File: config.mk
export PLATFORM = sky130hd
export DESIGN_NAME = seg_capture
export DESIGN_NICKNAME = d
export VERILOG_FILES = /design/src/rtl/seg_pkg.sv /design/src/rtl/seg_decode.sv /design/src/rtl/seg_capture.sv
export SDC_FILE = /design/constraint.sdc
export NUM_CORES = 1
export LEC_CHECK = 0
export CAP_MARGIN = 20
export CORE_ASPECT_RATIO = 0.8
export CORE_MARGIN = 2
export CORE_UTILIZATION = 38
export DETAILED_ROUTE_END_ITERATION = 7
export PLACE_DENSITY = 0.69
export SYNTH_ARGS = -nofsm -noshare
export SYNTH_HDL_FRONTEND = slang
export SYNTH_SLANG_ARGS = --single-unit
File: constraint.sdc
create_clock -name clk -period 6.8 [get_ports clk]
set_input_delay 1.02 -clock clk [delete_from_list [all_inputs] [get_ports clk]]
set_output_delay 1.02 -clock clk [all_outputs]
set_load 0.1 [all_outputs]
File: src/rtl/seg_pkg.sv
// Shared 7-segment constants and codes for the display encoder
// and for the capture/monitor side.
package seg_pkg;

   // Active-low segment patterns, bit order {g,f,e,d,c,b,a}
   localparam logic [6:0] SEG_0     = 7'b1000000;
   localparam logic [6:0] SEG_1     = 7'b1111001;
   localparam logic [6:0] SEG_2     = 7'b0100100;
   localparam logic [6:0] SEG_3     = 7'b0110000;
   localparam logic [6:0] SEG_4     = 7'b0011001;
   localparam logic [6:0] SEG_5     = 7'b0010010;
   localparam logic [6:0] SEG_6     = 7'b0000010;
   localparam logic [6:0] SEG_7     = 7'b1111000;
   localparam logic [6:0] SEG_8     = 7'b0000000;
   localparam logic [6:0] SEG_9     = 7'b0010000;
   localparam logic [6:0] SEG_BLANK = 7'b1111111;

   localparam logic [3:0] CODE_BLANK = 4'hF;
   localparam logic [3:0] CODE_ERR   = 4'hE;

   typedef struct packed {
      logic [3:0] code;
      logic       is_blank;
      logic       is_err;
   } seg_dec_t;

endpackage

File: src/rtl/seg_decode.sv
// Combinational inverse of the 7-segment encoder table:
// active-low segment pattern back to BCD, blank or error.
module seg_decode
   import seg_pkg::*;
(
   input  logic [6:0] seg,
   output logic [3:0] code,
   output logic       is_blank,
   output logic       is_err
);

   seg_dec_t w_dec;

   always_comb begin
      w_dec = '{code: CODE_ERR, is_blank: 1'b0, is_err: 1'b1};
      unique case (seg)
         SEG_0:     w_dec = '{4'd0, 1'b0, 1'b0};
         SEG_1:     w_dec = '{4'd1, 1'b0, 1'b0};
         SEG_2:     w_dec = '{4'd2, 1'b0, 1'b0};
         SEG_3:     w_dec = '{4'd3, 1'b0, 1'b0};
         SEG_4:     w_dec = '{4'd4, 1'b0, 1'b0};
         SEG_5:     w_dec = '{4'd5, 1'b0, 1'b0};
         SEG_6:     w_dec = '{4'd6, 1'b0, 1'b0};
         SEG_7:     w_dec = '{4'd7, 1'b0, 1'b0};
         SEG_8:     w_dec = '{4'd8, 1'b0, 1'b0};
         SEG_9:     w_dec = '{4'd9, 1'b0, 1'b0};
         SEG_BLANK: w_dec = '{CODE_BLANK, 1'b1, 1'b0};
         default:   w_dec = '{CODE_ERR, 1'b0, 1'b1};
      endcase
   end

   assign code     = w_dec.code;
   assign is_blank = w_dec.is_blank;
   assign is_err   = w_dec.is_err;

endmodule

File: src/rtl/seg_capture.sv
// Passive monitor for a multiplexed active-low 7-segment bus:
// filters scan glitches, decodes digits and reports whole frames.
module seg_capture
   import seg_pkg::*;
#(
   parameter int NUM_DIGITS    = 4,
   parameter int STABLE_CYCLES = 4
)(
   input  logic                    clk,
   input  logic                    rst,
   input  logic [NUM_DIGITS-1:0]   an,
   input  logic [6:0]              seg,
   output logic [4*NUM_DIGITS-1:0] value,
   output logic                    frame_valid,
   output logic                    frame_err,
   output logic [NUM_DIGITS-1:0]   blank_mask
);

   localparam int CNT_W = $clog2(STABLE_CYCLES + 1);
   localparam int SW    = NUM_DIGITS + 7;
   localparam logic [CNT_W-1:0] CNT_MAX = CNT_W'(STABLE_CYCLES);
   localparam logic [CNT_W-1:0] CNT_ONE = CNT_W'(1);

   logic [SW-1:0]           w_smp;
   logic [SW-1:0]           r_sq;
   logic [CNT_W-1:0]        r_cnt;
   logic                    w_same;
   logic                    w_hit;

   logic [NUM_DIGITS-1:0]   w_sel;
   logic                    w_onehot;
   logic                    w_commit;
   logic                    w_done;

   logic [3:0]              w_code;
   logic                    w_is_blank;
   logic                    w_is_err;

   logic [4*NUM_DIGITS-1:0] r_store;
   logic [NUM_DIGITS-1:0]   r_seen;
   logic [NUM_DIGITS-1:0]   r_blank;
   logic                    r_err_acc;

   logic [4*NUM_DIGITS-1:0] w_store_nxt;
   logic [NUM_DIGITS-1:0]   w_seen_nxt;
   logic [NUM_DIGITS-1:0]   w_blank_nxt;
   logic                    w_err_nxt;

   logic [4*NUM_DIGITS-1:0] r_value;
   logic [NUM_DIGITS-1:0]   r_bmask;
   logic                    r_ferr;
   logic                    r_fv;

   assign w_smp  = {an, seg};
   assign w_same = (w_smp == r_sq);

   // Fires only on the edge that takes cnt to its saturation value
   assign w_hit = w_same && (r_cnt == (CNT_MAX - CNT_ONE));

   always_ff @(posedge clk or posedge rst) begin
      if (rst) begin
         r_sq  <= '0;
         r_cnt <= '0;
      end else begin
         r_sq <= w_smp;
         if (w_same) begin
            if (r_cnt != CNT_MAX)
               r_cnt <= r_cnt + CNT_ONE;
         end else begin
            r_cnt <= CNT_ONE;
         end
      end
   end

   assign w_sel    = ~r_sq[SW-1:7];
   assign w_onehot = (w_sel != '0) &&
                     ((w_sel & (w_sel - NUM_DIGITS'(1))) == '0);
   assign w_commit = w_hit && w_onehot;

   seg_decode u_dec (
      .seg      (r_sq[6:0]),
      .code     (w_code),
      .is_blank (w_is_blank),
      .is_err   (w_is_err)
   );

   always_comb begin
      w_store_nxt = r_store;
      w_seen_nxt  = r_seen;
      w_blank_nxt = r_blank;
      w_err_nxt   = r_err_acc;
      if (w_commit) begin
         w_seen_nxt = r_seen | w_sel;
         w_err_nxt  = r_err_acc | w_is_err;
         for (int i = 0; i < NUM_DIGITS; i++) begin
            if (w_sel[i]) begin
               w_store_nxt[4*i +: 4] = w_code;
               w_blank_nxt[i]        = w_is_blank;
            end
         end
      end
   end

   assign w_done = w_commit && (&w_seen_nxt);

   always_ff @(posedge clk or posedge rst) begin
      if (rst) begin
         r_store   <= '0;
         r_seen    <= '0;
         r_blank   <= '0;
         r_err_acc <= 1'b0;
         r_value   <= '0;
         r_bmask   <= '0;
         r_ferr    <= 1'b0;
         r_fv      <= 1'b0;
      end else begin
         r_fv    <= w_done;
         r_store <= w_store_nxt;
         if (w_done) begin
            r_value   <= w_store_nxt;
            r_bmask   <= w_blank_nxt;
            r_ferr    <= w_err_nxt;
            r_seen    <= '0;
            r_blank   <= '0;
            r_err_acc <= 1'b0;
         end else begin
            r_seen    <= w_seen_nxt;
            r_blank   <= w_blank_nxt;
            r_err_acc <= w_err_nxt;
         end
      end
   end

   assign value       = r_value;
   assign blank_mask  = r_bmask;
   assign frame_err   = r_ferr;
   assign frame_valid = r_fv;

endmodule

==> results of run 1 <==
## kinds of logic after synthesis
kind of cell	synth area share, %
adders and majority gates	1.30
DFF	52.8
and+or+nand+nor	13.6
xor gates and xnor gates	3.94
AOI/OAI and AO/OA	16.3
muxes	7.19
buffers and inverters	4.81
## state kept, by name, indices dropped and copies added (netlist names)
name and flops:
r_store 16, value 16, r_sq 11, blank_mask 4, r_blank 4, r_seen 4, r_cnt 3, frame_err 1
frame_valid 1, r_err_acc 1
## metal layers
metal | global-route usage [%] | vias up
met4 | 3.38 | 0
met2 | 24.1 | 81
met5 | 0 | -
li1 | - | 1019
met1 | 24.5 | 1062
met3 | 6.47 | 7
## metrics by stage
| step | total power, mW | cells | area [sq um] | util (%) | worst slack, ns |
|---|---|---|---|---|---|
| final | 0.810 | 405 | 3520 | 47.6 | 3.32 |
| after global routing | 0.839 | 405 | 3520 | 47.6 | 3.17 |
| after CTS | 0.818 | 405 | 3520 | 47.6 | 3.33 |
| after detailed placement | 0.422 | 389 | 3280 | 44.3 | 2.98 |
| after global placement | 0.421 | 389 | 3280 | 44.3 | 3.02 |
| after floorplan | 0.408 | 263 | 2890 | - | 3.98 |
## area by class of cell
cell class,count,area (sq um)
well taps,105,131
clock inverters,4,95.1
clock buffers,12,145
multi-input cells,177,1220
inverters,10,37.5
repair buffers,36,355
fillers,677,3880
flip-flops and latches,61,1530
## worst max path at each step
stage            from        to  slack [ns]  cells past startpoint
2_1_floorplan  seg[2]  value[0]        3.98                      7
3_3_place_gp   seg[4]  value[2]        3.02                      6
3_5_place_dp   seg[4]  value[6]        2.98                      6
4_1_cts        seg[4]  value[6]        3.33                      6
5_1_grt        seg[4]  value[2]        3.17                      6
6_report       seg[4]  value[6]        3.32                      6
## cell usage in the layout, fill, tap and decap left out, drive strengths merged, types with 6 or more instances in the layout
cell type,count
dfrtp,61
nand2,14
nor2,12
clkbuf,12
xnor2,12
clkdlybuf4s50,34
o21ai,30
a21oi,15
o31ai,6
mux2,14
inv,10
## power by group
part | total (mW) | leakage, nW | switching [mW] | internal (mW)
clock network | 0.395 | 0.121 | 0.141 | 0.253
registers | 0.376 | 0.806 | 0.00954 | 0.366
logic | 0.0399 | 0.602 | 0.0227 | 0.0172
## worst max-delay path, cell delays in order
cell,delay [ns]
sky130_fd_sc_hd__clkdlybuf4s50_1,0.49
sky130_fd_sc_hd__xnor2_1,0.13
sky130_fd_sc_hd__nand4_1,0.31
sky130_fd_sc_hd__or4_1,0.90
sky130_fd_sc_hd__nor2_4,0.46
sky130_fd_sc_hd__mux2_2,0.38
==> report_table.html, run 1 <==
<table>
<tr><th>Metric</th><th>Value</th></tr>
<tr><th colspan="2">Status</th></tr>
<tr><td>Run status</td><td>finished clean</td></tr>
<tr><th colspan="2">Global routing</th></tr>
<tr><td>Total Routing Usage GR</td><td>16.9%</td></tr>
<tr><td>Pin count of the biggest net entering global routing</td><td>62</td></tr>
<tr><td>Remaining Overflow, GRT</td><td>0</td></tr>
<tr><td>Number of global-route vias before repair</td><td>2103</td></tr>
<tr><td>Initial antenna violation count</td><td>0</td></tr>
<tr><td>Wire length of the first global-routing pass</td><td>between 10000 and 15000 um</td></tr>
<tr><th colspan="2">CTS</th></tr>
<tr><td>Number of cells upsized or downsized after cts</td><td>0</td></tr>
<tr><td>Clk Latency, worst-skew pair</td><td>~0.34 ns</td></tr>
<tr><td>Post CTS Setup Buffer Count</td><td>0</td></tr>
<tr><td>CTS HTree Levels</td><td>3</td></tr>
<tr><td>Root cell of the clock tree</td><td>sky130_fd_sc_hd__clkbuf_8</td></tr>
<tr><td>TritonCTS clock tree</td><td>built</td></tr>
<tr><td>Clock Tree Buf Depth</td><td>2</td></tr>
<tr><td>Clock slew seen by the registers of the worst setup and hold paths</td><td>~0.07 ns</td></tr>
<tr><td>Hold buffer count at CTS</td><td>0</td></tr>
<tr><td>Total CTS buffers</td><td>9</td></tr>
<tr><td>Clock sink count</td><td>61</td></tr>
<tr><th colspan="2">Worst setup path</th></tr>
<tr><td>CP startpoint kind</td><td>input port</td></tr>
<tr><td>Kind of end point of the critical path</td><td>register</td></tr>
<tr><td>Arrival time worst endpoint</td><td>approximately 3.7 ns</td></tr>
<tr><td>Number of cells on the worst reg-to-reg path</td><td>5</td></tr>
<tr><td>Capture point of the worst reg-to-reg path</td><td>value[6]</td></tr>
<tr><td>Register-to-register path setup slack</td><td>3.69 ns</td></tr>
<tr><td>Critical Path RT</td><td>7.02 ns</td></tr>
<tr><td>RR Startpoint</td><td>r_sq[10]</td></tr>
<tr><td>Largest fanout on the critical path</td><td>18</td></tr>
<tr><td>Crit Path Class</td><td>input port to register</td></tr>
<tr><th colspan="2">Timing</th></tr>
<tr><td>Maximum clock skew at final layout</td><td>~0.0075 ns</td></tr>
<tr><td>Unrepaired setup endpoints after global routing</td><td>false</td></tr>
<tr><td>Worst slew slack as a fraction of its limit</td><td>around a third</td></tr>
<tr><td>Tightest Pin Transition</td><td>between 0.9 and 1 ns</td></tr>
<tr><td>Final setup violation count</td><td>0</td></tr>
<tr><td>Final-report hold violation count</td><td>0</td></tr>
<tr><td>Fmax</td><td>between 0.2 and 0.3 GHz</td></tr>
<tr><td>Ratio of final minimum period to clock period</td><td>between 50% and 60%</td></tr>
<tr><td>Final Max Tran Viols</td><td>0</td></tr>
<tr><td>Final hold slack</td><td>between 0.4 and 0.5 ns</td></tr>
<tr><td>Final worst path period need</td><td>around 3.5 ns</td></tr>
<tr><td>Final setup TNS</td><td>0 ns</td></tr>
<tr><th colspan="2">Cells and area</th></tr>
<tr><td>Layout overhead on the synthesized area</td><td>21.6%</td></tr>
<tr><td>Total inserted antenna cells</td><td>0</td></tr>
<tr><td>Fraction of final layout cells with drive strength greater than 1</td><td>between 10 and 15%</td></tr>
<tr><td>Layout net count</td><td>around 310</td></tr>
<tr><th colspan="2">Run</th></tr>
<tr><td>Number of violations of the max-capacitance limit</td><td>0</td></tr>
<tr><th colspan="2">Worst hold path</th></tr>
<tr><td>End point of the most critical hold path</td><td>value[0]</td></tr>
<tr><td>Worst min-delay path category</td><td>register to register</td></tr>
<tr><td>Worst Hold Launch</td><td>value[0]</td></tr>
<tr><td>Worst Hold Path Cells</td><td>1</td></tr>
<tr><th colspan="2">Drt</th></tr>
<tr><td>First-pass DRT Iterations</td><td>5</td></tr>
<tr><td>Avg Vias per Cell</td><td>~5.4</td></tr>
<tr><td>Met2 Routed Length</td><td>between 2000 and 3000 um</td></tr>
<tr><td>Length of routed met3 wiring</td><td>about 480 um</td></tr>
<tr><td>Number of remaining DRC errors</td><td>0</td></tr>
<tr><td>Antenna Violating Nets Remaining</td><td>0</td></tr>
<tr><td>First-iteration detailed-routing DRC count</td><td>120</td></tr>
<tr><td>Met1 layer wirelength in the final routing</td><td>a little over 3000 um</td></tr>
<tr><td>Post-detailed-routing wire length</td><td>~6400 um</td></tr>
<tr><td>Routed vias</td><td>~2200</td></tr>
<tr><td>Average wire per standard cell</td><td>about 16 um</td></tr>
<tr><td>Uppermost layer routed</td><td>met4</td></tr>
<tr><th colspan="2">Logic synthesis</th></tr>
<tr><td>Net count after synthesis</td><td>about 280</td></tr>
<tr><td>Synthesis warning total</td><td>0</td></tr>
<tr><td>Prevailing post-synth register cell</td><td>sky130_fd_sc_hd__dfrtp_1</td></tr>
<tr><td>Average instance area after synthesis</td><td>about 11 sq um</td></tr>
<tr><td>Top-count cell post-synth</td><td>sky130_fd_sc_hd__dfrtp_1</td></tr>
<tr><td>Number of flip-flops and latches in the synthesized netlist</td><td>slightly above 60</td></tr>
<tr><td>Fraction of synthesized cell area taken by the top area cell type</td><td>52.8%</td></tr>
<tr><td>List of most frequent post-synthesis cells</td><td>61 x sky130_fd_sc_hd__dfrtp_1, 30 x sky130_fd_sc_hd__o21ai_0, 15 x sky130_fd_sc_hd__a21oi_1</td></tr>
<tr><td>Seq/Total Area, Yosys</td><td>52.8%</td></tr>
<tr><td>Count of cell types in the netlist</td><td>53</td></tr>
<tr><td>Share of flip-flops with an asynchronous set or reset after synthesis</td><td>100%</td></tr>
<tr><td>Leading cell types by total area after synthesis</td><td>sky130_fd_sc_hd__dfrtp_1 53%, sky130_fd_sc_hd__o21ai_0 5.2%, sky130_fd_sc_hd__mux2_2 5.1%, sky130_fd_sc_hd__xnor2_1 3.6%, sky130_fd_sc_hd__a21oi_1 2.6%</td></tr>
<tr><td>Cells after Synth</td><td>between 200 and 300</td></tr>
<tr><td>Post-synth EDFFs</td><td>0</td></tr>
<tr><td>Netlist Area Pre-Place</td><td>0.00289 sq mm</td></tr>
<tr><td>Yosys top cell by area</td><td>sky130_fd_sc_hd__dfrtp_1</td></tr>
<tr><th colspan="2">Placed design</th></tr>
<tr><td>Routability Congestion</td><td>between 0.8 and 0.9</td></tr>
<tr><td>Total of buffers placed on input and output ports</td><td>34</td></tr>
<tr><td>Total half-perimeter wirelength after legalization and detailed placement</td><td>around 4400 um</td></tr>
<tr><th colspan="2">Die</th></tr>
<tr><td>Die area</td><td>approximately 0.0083 sq mm</td></tr>
<tr><td>Num ports</td><td>35</td></tr>
<tr><td>Y dimension of the die</td><td>82.0 um</td></tr>
<tr><td>Area of the core region</td><td>about 0.0074 sq mm</td></tr>
<tr><td>Die Span X</td><td>102 um</td></tr>
<tr><td>Initial core utilization</td><td>around two fifths</td></tr>
<tr><td>Rows</td><td>28</td></tr>
<tr><th colspan="2">Power</th></tr>
<tr><td>Leakage</td><td>about 1.5 nW</td></tr>
<tr><td>Power density relative to cell area</td><td>about 230 mW/mm^2</td></tr>
<tr><td>Max IR drop VDD</td><td>about 130 uV</td></tr>
</table>
Note: power is estimated with default switching activity, not from simulation.
==> inputs of run 2 (changes only) <==
--- a/config.mk
+++ b/config.mk
@@ -10,7 +10,7 @@
 export CORE_MARGIN = 2
 export CORE_UTILIZATION = 38
 export DETAILED_ROUTE_END_ITERATION = 7
-export PLACE_DENSITY = 0.69
+export PLACE_DENSITY = 0.71
 export SYNTH_ARGS = -nofsm -noshare
 export SYNTH_HDL_FRONTEND = slang
 export SYNTH_SLANG_ARGS = --single-unit
==> constraint.sdc (replaced) <==
create_clock -name clk -period 2.9 [get_ports clk]
set_input_delay 0.435 -clock clk [delete_from_list [all_inputs] [get_ports clk]]
set_output_delay 0.435 -clock clk [all_outputs]
set_load 0.1 [all_outputs]
==> report_table.html, run 2 (synthesis gave the netlist of run 1 again) <==
<table>
<tr><th>Metric</th><th>Value</th></tr>
<tr><th colspan="2">Status</th></tr>
<tr><td>Run status</td><td>finished clean (unchanged)</td></tr>
<tr><th colspan="2">Worst setup path</th></tr>
<tr><td>Register-to-register path setup slack</td><td>0.51 ns (was 3.69 ns)</td></tr>
<tr><td>Largest fanout on the critical path</td><td>12 (was 18)</td></tr>
<tr><td>CP startpoint kind</td><td>register (was input port)</td></tr>
<tr><td>Capture point of the worst reg-to-reg path</td><td>value[9] (was value[6])</td></tr>
<tr><td>Number of cells on the worst reg-to-reg path</td><td>5 (unchanged)</td></tr>
<tr><td>Arrival time worst endpoint</td><td>2.61 ns (was 3.70 ns)</td></tr>
<tr><td>RR Startpoint</td><td>r_sq[6] (was r_sq[10])</td></tr>
<tr><td>Critical Path RT</td><td>3.12 ns (was 7.02 ns)</td></tr>
<tr><td>Kind of end point of the critical path</td><td>register (unchanged)</td></tr>
<tr><td>Crit Path Class</td><td>register to register (was input port to register)</td></tr>
<tr><th colspan="2">Drt</th></tr>
<tr><td>Antenna Violating Nets Remaining</td><td>0 (unchanged)</td></tr>
<tr><td>First-pass DRT Iterations</td><td>4 (was 5)</td></tr>
<tr><td>First-iteration detailed-routing DRC count</td><td>121 (was 120)</td></tr>
<tr><td>Post-detailed-routing wire length</td><td>6320 um (was 6400 um)</td></tr>
<tr><td>Number of remaining DRC errors</td><td>0 (unchanged)</td></tr>
<tr><td>Avg Vias per Cell</td><td>5.23 (was 5.36)</td></tr>
<tr><td>Routed vias</td><td>2164 (was 2169)</td></tr>
<tr><td>Average wire per standard cell</td><td>15.3 um (was 15.8 um)</td></tr>
<tr><th colspan="2">Timing</th></tr>
<tr><td>Final Max Tran Viols</td><td>0 (unchanged)</td></tr>
<tr><td>Final-report hold violation count</td><td>0 (unchanged)</td></tr>
<tr><td>Maximum clock skew at final layout</td><td>0.0128 ns (was 0.00747 ns)</td></tr>
<tr><td>Tightest Pin Transition</td><td>0.620 ns (was 0.985 ns)</td></tr>
<tr><td>Worst slew slack as a fraction of its limit</td><td>58.6% (was 34.1%)</td></tr>
<tr><td>Final setup violation count</td><td>0 (unchanged)</td></tr>
<tr><td>Fmax</td><td>~0.42 GHz</td></tr>
<tr><td>Unrepaired setup endpoints after global routing</td><td>false (unchanged)</td></tr>
<tr><td>Final worst path period need</td><td>2.39 ns</td></tr>
<tr><td>Final setup TNS</td><td>0 ns (unchanged)</td></tr>
<tr><td>Ratio of final minimum period to clock period</td><td>82.3%</td></tr>
<tr><th colspan="2">Placed design</th></tr>
<tr><td>Routability Congestion</td><td>0.858 (was 0.865)</td></tr>
<tr><td>Number of placed cells counting well taps</td><td>398 (was 389)</td></tr>
<tr><td>Total half-perimeter wirelength after legalization and detailed placement</td><td>4550 um (was 4390 um)</td></tr>
<tr><td>Total of buffers placed on input and output ports</td><td>34 (unchanged)</td></tr>
<tr><th colspan="2">Die</th></tr>
<tr><td>Initial core utilization</td><td>39.1% (unchanged)</td></tr>
<tr><td>Area of the core region</td><td>0.00739 sq mm (unchanged)</td></tr>
<tr><td>Die Span X</td><td>102 um (unchanged)</td></tr>
<tr><td>Rows</td><td>28 (unchanged)</td></tr>
<tr><td>Num ports</td><td>35 (unchanged)</td></tr>
<tr><td>Y dimension of the die</td><td>82.0 um (unchanged)</td></tr>
<tr><td>Die area</td><td>0.00832 sq mm (unchanged)</td></tr>
<tr><th colspan="2">CTS</th></tr>
<tr><td>Number of cells upsized or downsized after cts</td><td>0 (unchanged)</td></tr>
<tr><td>Clock slew seen by the registers of the worst setup and hold paths</td><td>0.08 ns (was 0.07 ns)</td></tr>
<tr><td>Total CTS buffers</td><td>9 (unchanged)</td></tr>
<tr><td>Clock Tree Buf Depth</td><td>2 (unchanged)</td></tr>
<tr><td>CTS HTree Levels</td><td>3 (unchanged)</td></tr>
<tr><td>Post CTS Setup Buffer Count</td><td>0 (unchanged)</td></tr>
<tr><td>TritonCTS clock tree</td><td>built (unchanged)</td></tr>
<tr><td>Hold buffer count at CTS</td><td>0 (unchanged)</td></tr>
<tr><td>Root cell of the clock tree</td><td>sky130_fd_sc_hd__clkbuf_8 (unchanged)</td></tr>
<tr><td>Clk Latency, worst-skew pair</td><td>0.35 ns (was 0.34 ns)</td></tr>
<tr><td>Clock sink count</td><td>61 (unchanged)</td></tr>
<tr><th colspan="2">Global routing</th></tr>
<tr><td>Wire length of the first global-routing pass</td><td>10500 um (was 10700 um)</td></tr>
<tr><td>Remaining Overflow, GRT</td><td>0 (unchanged)</td></tr>
<tr><td>Number of global-route vias before repair</td><td>2095 (was 2103)</td></tr>
<tr><td>Total Routing Usage GR</td><td>17.0% (was 16.9%)</td></tr>
<tr><td>Pin count of the biggest net entering global routing</td><td>34 (was 62)</td></tr>
<tr><td>Initial antenna violation count</td><td>0 (unchanged)</td></tr>
<tr><th colspan="2">Cells and area</th></tr>
<tr><td>Most used cells in the layout excluding fill and tap cells</td><td>61 x sky130_fd_sc_hd__dfrtp_1, 32 x sky130_fd_sc_hd__buf_4, 30 x sky130_fd_sc_hd__o21ai_0 (was 61 x sky130_fd_sc_hd__dfrtp_1, 34 x sky130_fd_sc_hd__clkdlybuf4s50_1, 30 x sky130_fd_sc_hd__o21ai_0)</td></tr>
<tr><td>Most frequent standard cell in the layout excluding fill and tap cells</td><td>sky130_fd_sc_hd__dfrtp_1 (unchanged)</td></tr>
<tr><td>Layout net count</td><td>320 (was 311)</td></tr>
<tr><td>Total inserted antenna cells</td><td>0 (unchanged)</td></tr>
<tr><td>Fraction of final layout cells with drive strength greater than 1</td><td>22.7% (was 12.3%)</td></tr>
<tr><td>Area used by sequential logic in the layout</td><td>0.00153 sq mm (unchanged)</td></tr>
<tr><td>Total area of multi-input combinational cells</td><td>0.00122 sq mm (unchanged)</td></tr>
<tr><td>Layout overhead on the synthesized area</td><td>21.4% (was 21.6%)</td></tr>
<tr><td>Final Instance Count excl. Fillers</td><td>414 (was 405)</td></tr>
<tr><td>Fillcell total</td><td>670 (was 677)</td></tr>
<tr><th colspan="2">Power</th></tr>
<tr><td>Max IR drop VDD</td><td>226 uV (was 131 uV)</td></tr>
<tr><td>Power density relative to cell area</td><td>500 mW/mm^2 (was 230 mW/mm^2)</td></tr>
<tr><td>Leakage</td><td>1.61 nW (was 1.53 nW)</td></tr>
<tr><th colspan="2">Worst hold path</th></tr>
<tr><td>Worst min-delay path category</td><td>input port to asynchronous set/reset pin (was register to register)</td></tr>
<tr><th colspan="2">Run</th></tr>
<tr><td>Number of violations of the max-capacitance limit</td><td>0 (unchanged)</td></tr>
</table>
[run 2: cell count changes in the layout (fill, tap and decap cells not counted)]
cell                              delta
sky130_fd_sc_hd__buf_12              +1
sky130_fd_sc_hd__bufinv_16           -2
sky130_fd_sc_hd__inv_6               +1
sky130_fd_sc_hd__clkbuf_1            -2
sky130_fd_sc_hd__clkinv_4            +3
sky130_fd_sc_hd__clkdlybuf4s50_1    -22
sky130_fd_sc_hd__buf_4              +30
[run 2: how the worst max path moves through the flow]
stage            start       end  depth (start not counted)
2_1_floorplan  r_sq[2]  value[0]                          8
3_3_place_gp    seg[2]  value[0]                          7
5_1_grt        r_sq[6]  value[9]                          5
3_5_place_dp    seg[6]  value[6]                          6
6_report       r_sq[6]  value[9]                          5
4_1_cts        r_sq[6]  value[9]                          5
[run 2: stage by stage]
step / utilization [%] / hold WS, ns / setup WS, ns / total power [mW] / cell area, sq um
6_report: 47.5 / 0.482 / 0.512 / 1.75 / 3510
3_5_place_dp: 44.7 / 0.481 / 0.222 / 0.996 / 3300
5_1_grt: 47.5 / 0.515 / 0.338 / 1.83 / 3510
3_3_place_gp: 44.7 / 0.473 / 0.226 / 0.994 / 3300
4_1_cts: 47.5 / 0.492 / 0.539 / 1.78 / 3510
2_1_floorplan: - / 0.453 / 0.628 / 0.958 / 2890
[run 2: final cells by class]
| type | instances | share of cell area [%] |
|---|---|---|
| clock buffer | 10 | 3.92 |
| clock inverter | 6 | 2.00 |
| inverter | 10 | 1.07 |
| multi-input combinational | 177 | 34.9 |
| sequential | 61 | 43.5 |
| tap | 105 | 3.74 |
| timing repair buffer | 45 | 10.8 |
[run 2: layer usage]
metal | up-vias | GRT usage [%] | wire (um)
li1 | 1039 | - | -
met1 | 1056 | 23.1 | 3030
met2 | 59 | 26.0 | 2840
met3 | 10 | 4.68 | 349
met4 | 0 | 6.49 | 103
met5 | - | 0 | 0
[run 2: where the power goes]
part           internal [mW]  switching (mW)  total [mW]
Clock                  0.425           0.351       0.776
Sequential             0.858          0.0171       0.875
Combinational         0.0458          0.0579       0.104
[run 2: critical path, cell delays in order (launching register included)]
cell                        delay [ns]
sky130_fd_sc_hd__dfrtp_1          0.47
sky130_fd_sc_hd__nor3_1           0.38
sky130_fd_sc_hd__or3b_1           0.42
sky130_fd_sc_hd__a21o_1           0.32
sky130_fd_sc_hd__a2111oi_0        0.54
sky130_fd_sc_hd__o31ai_1          0.13
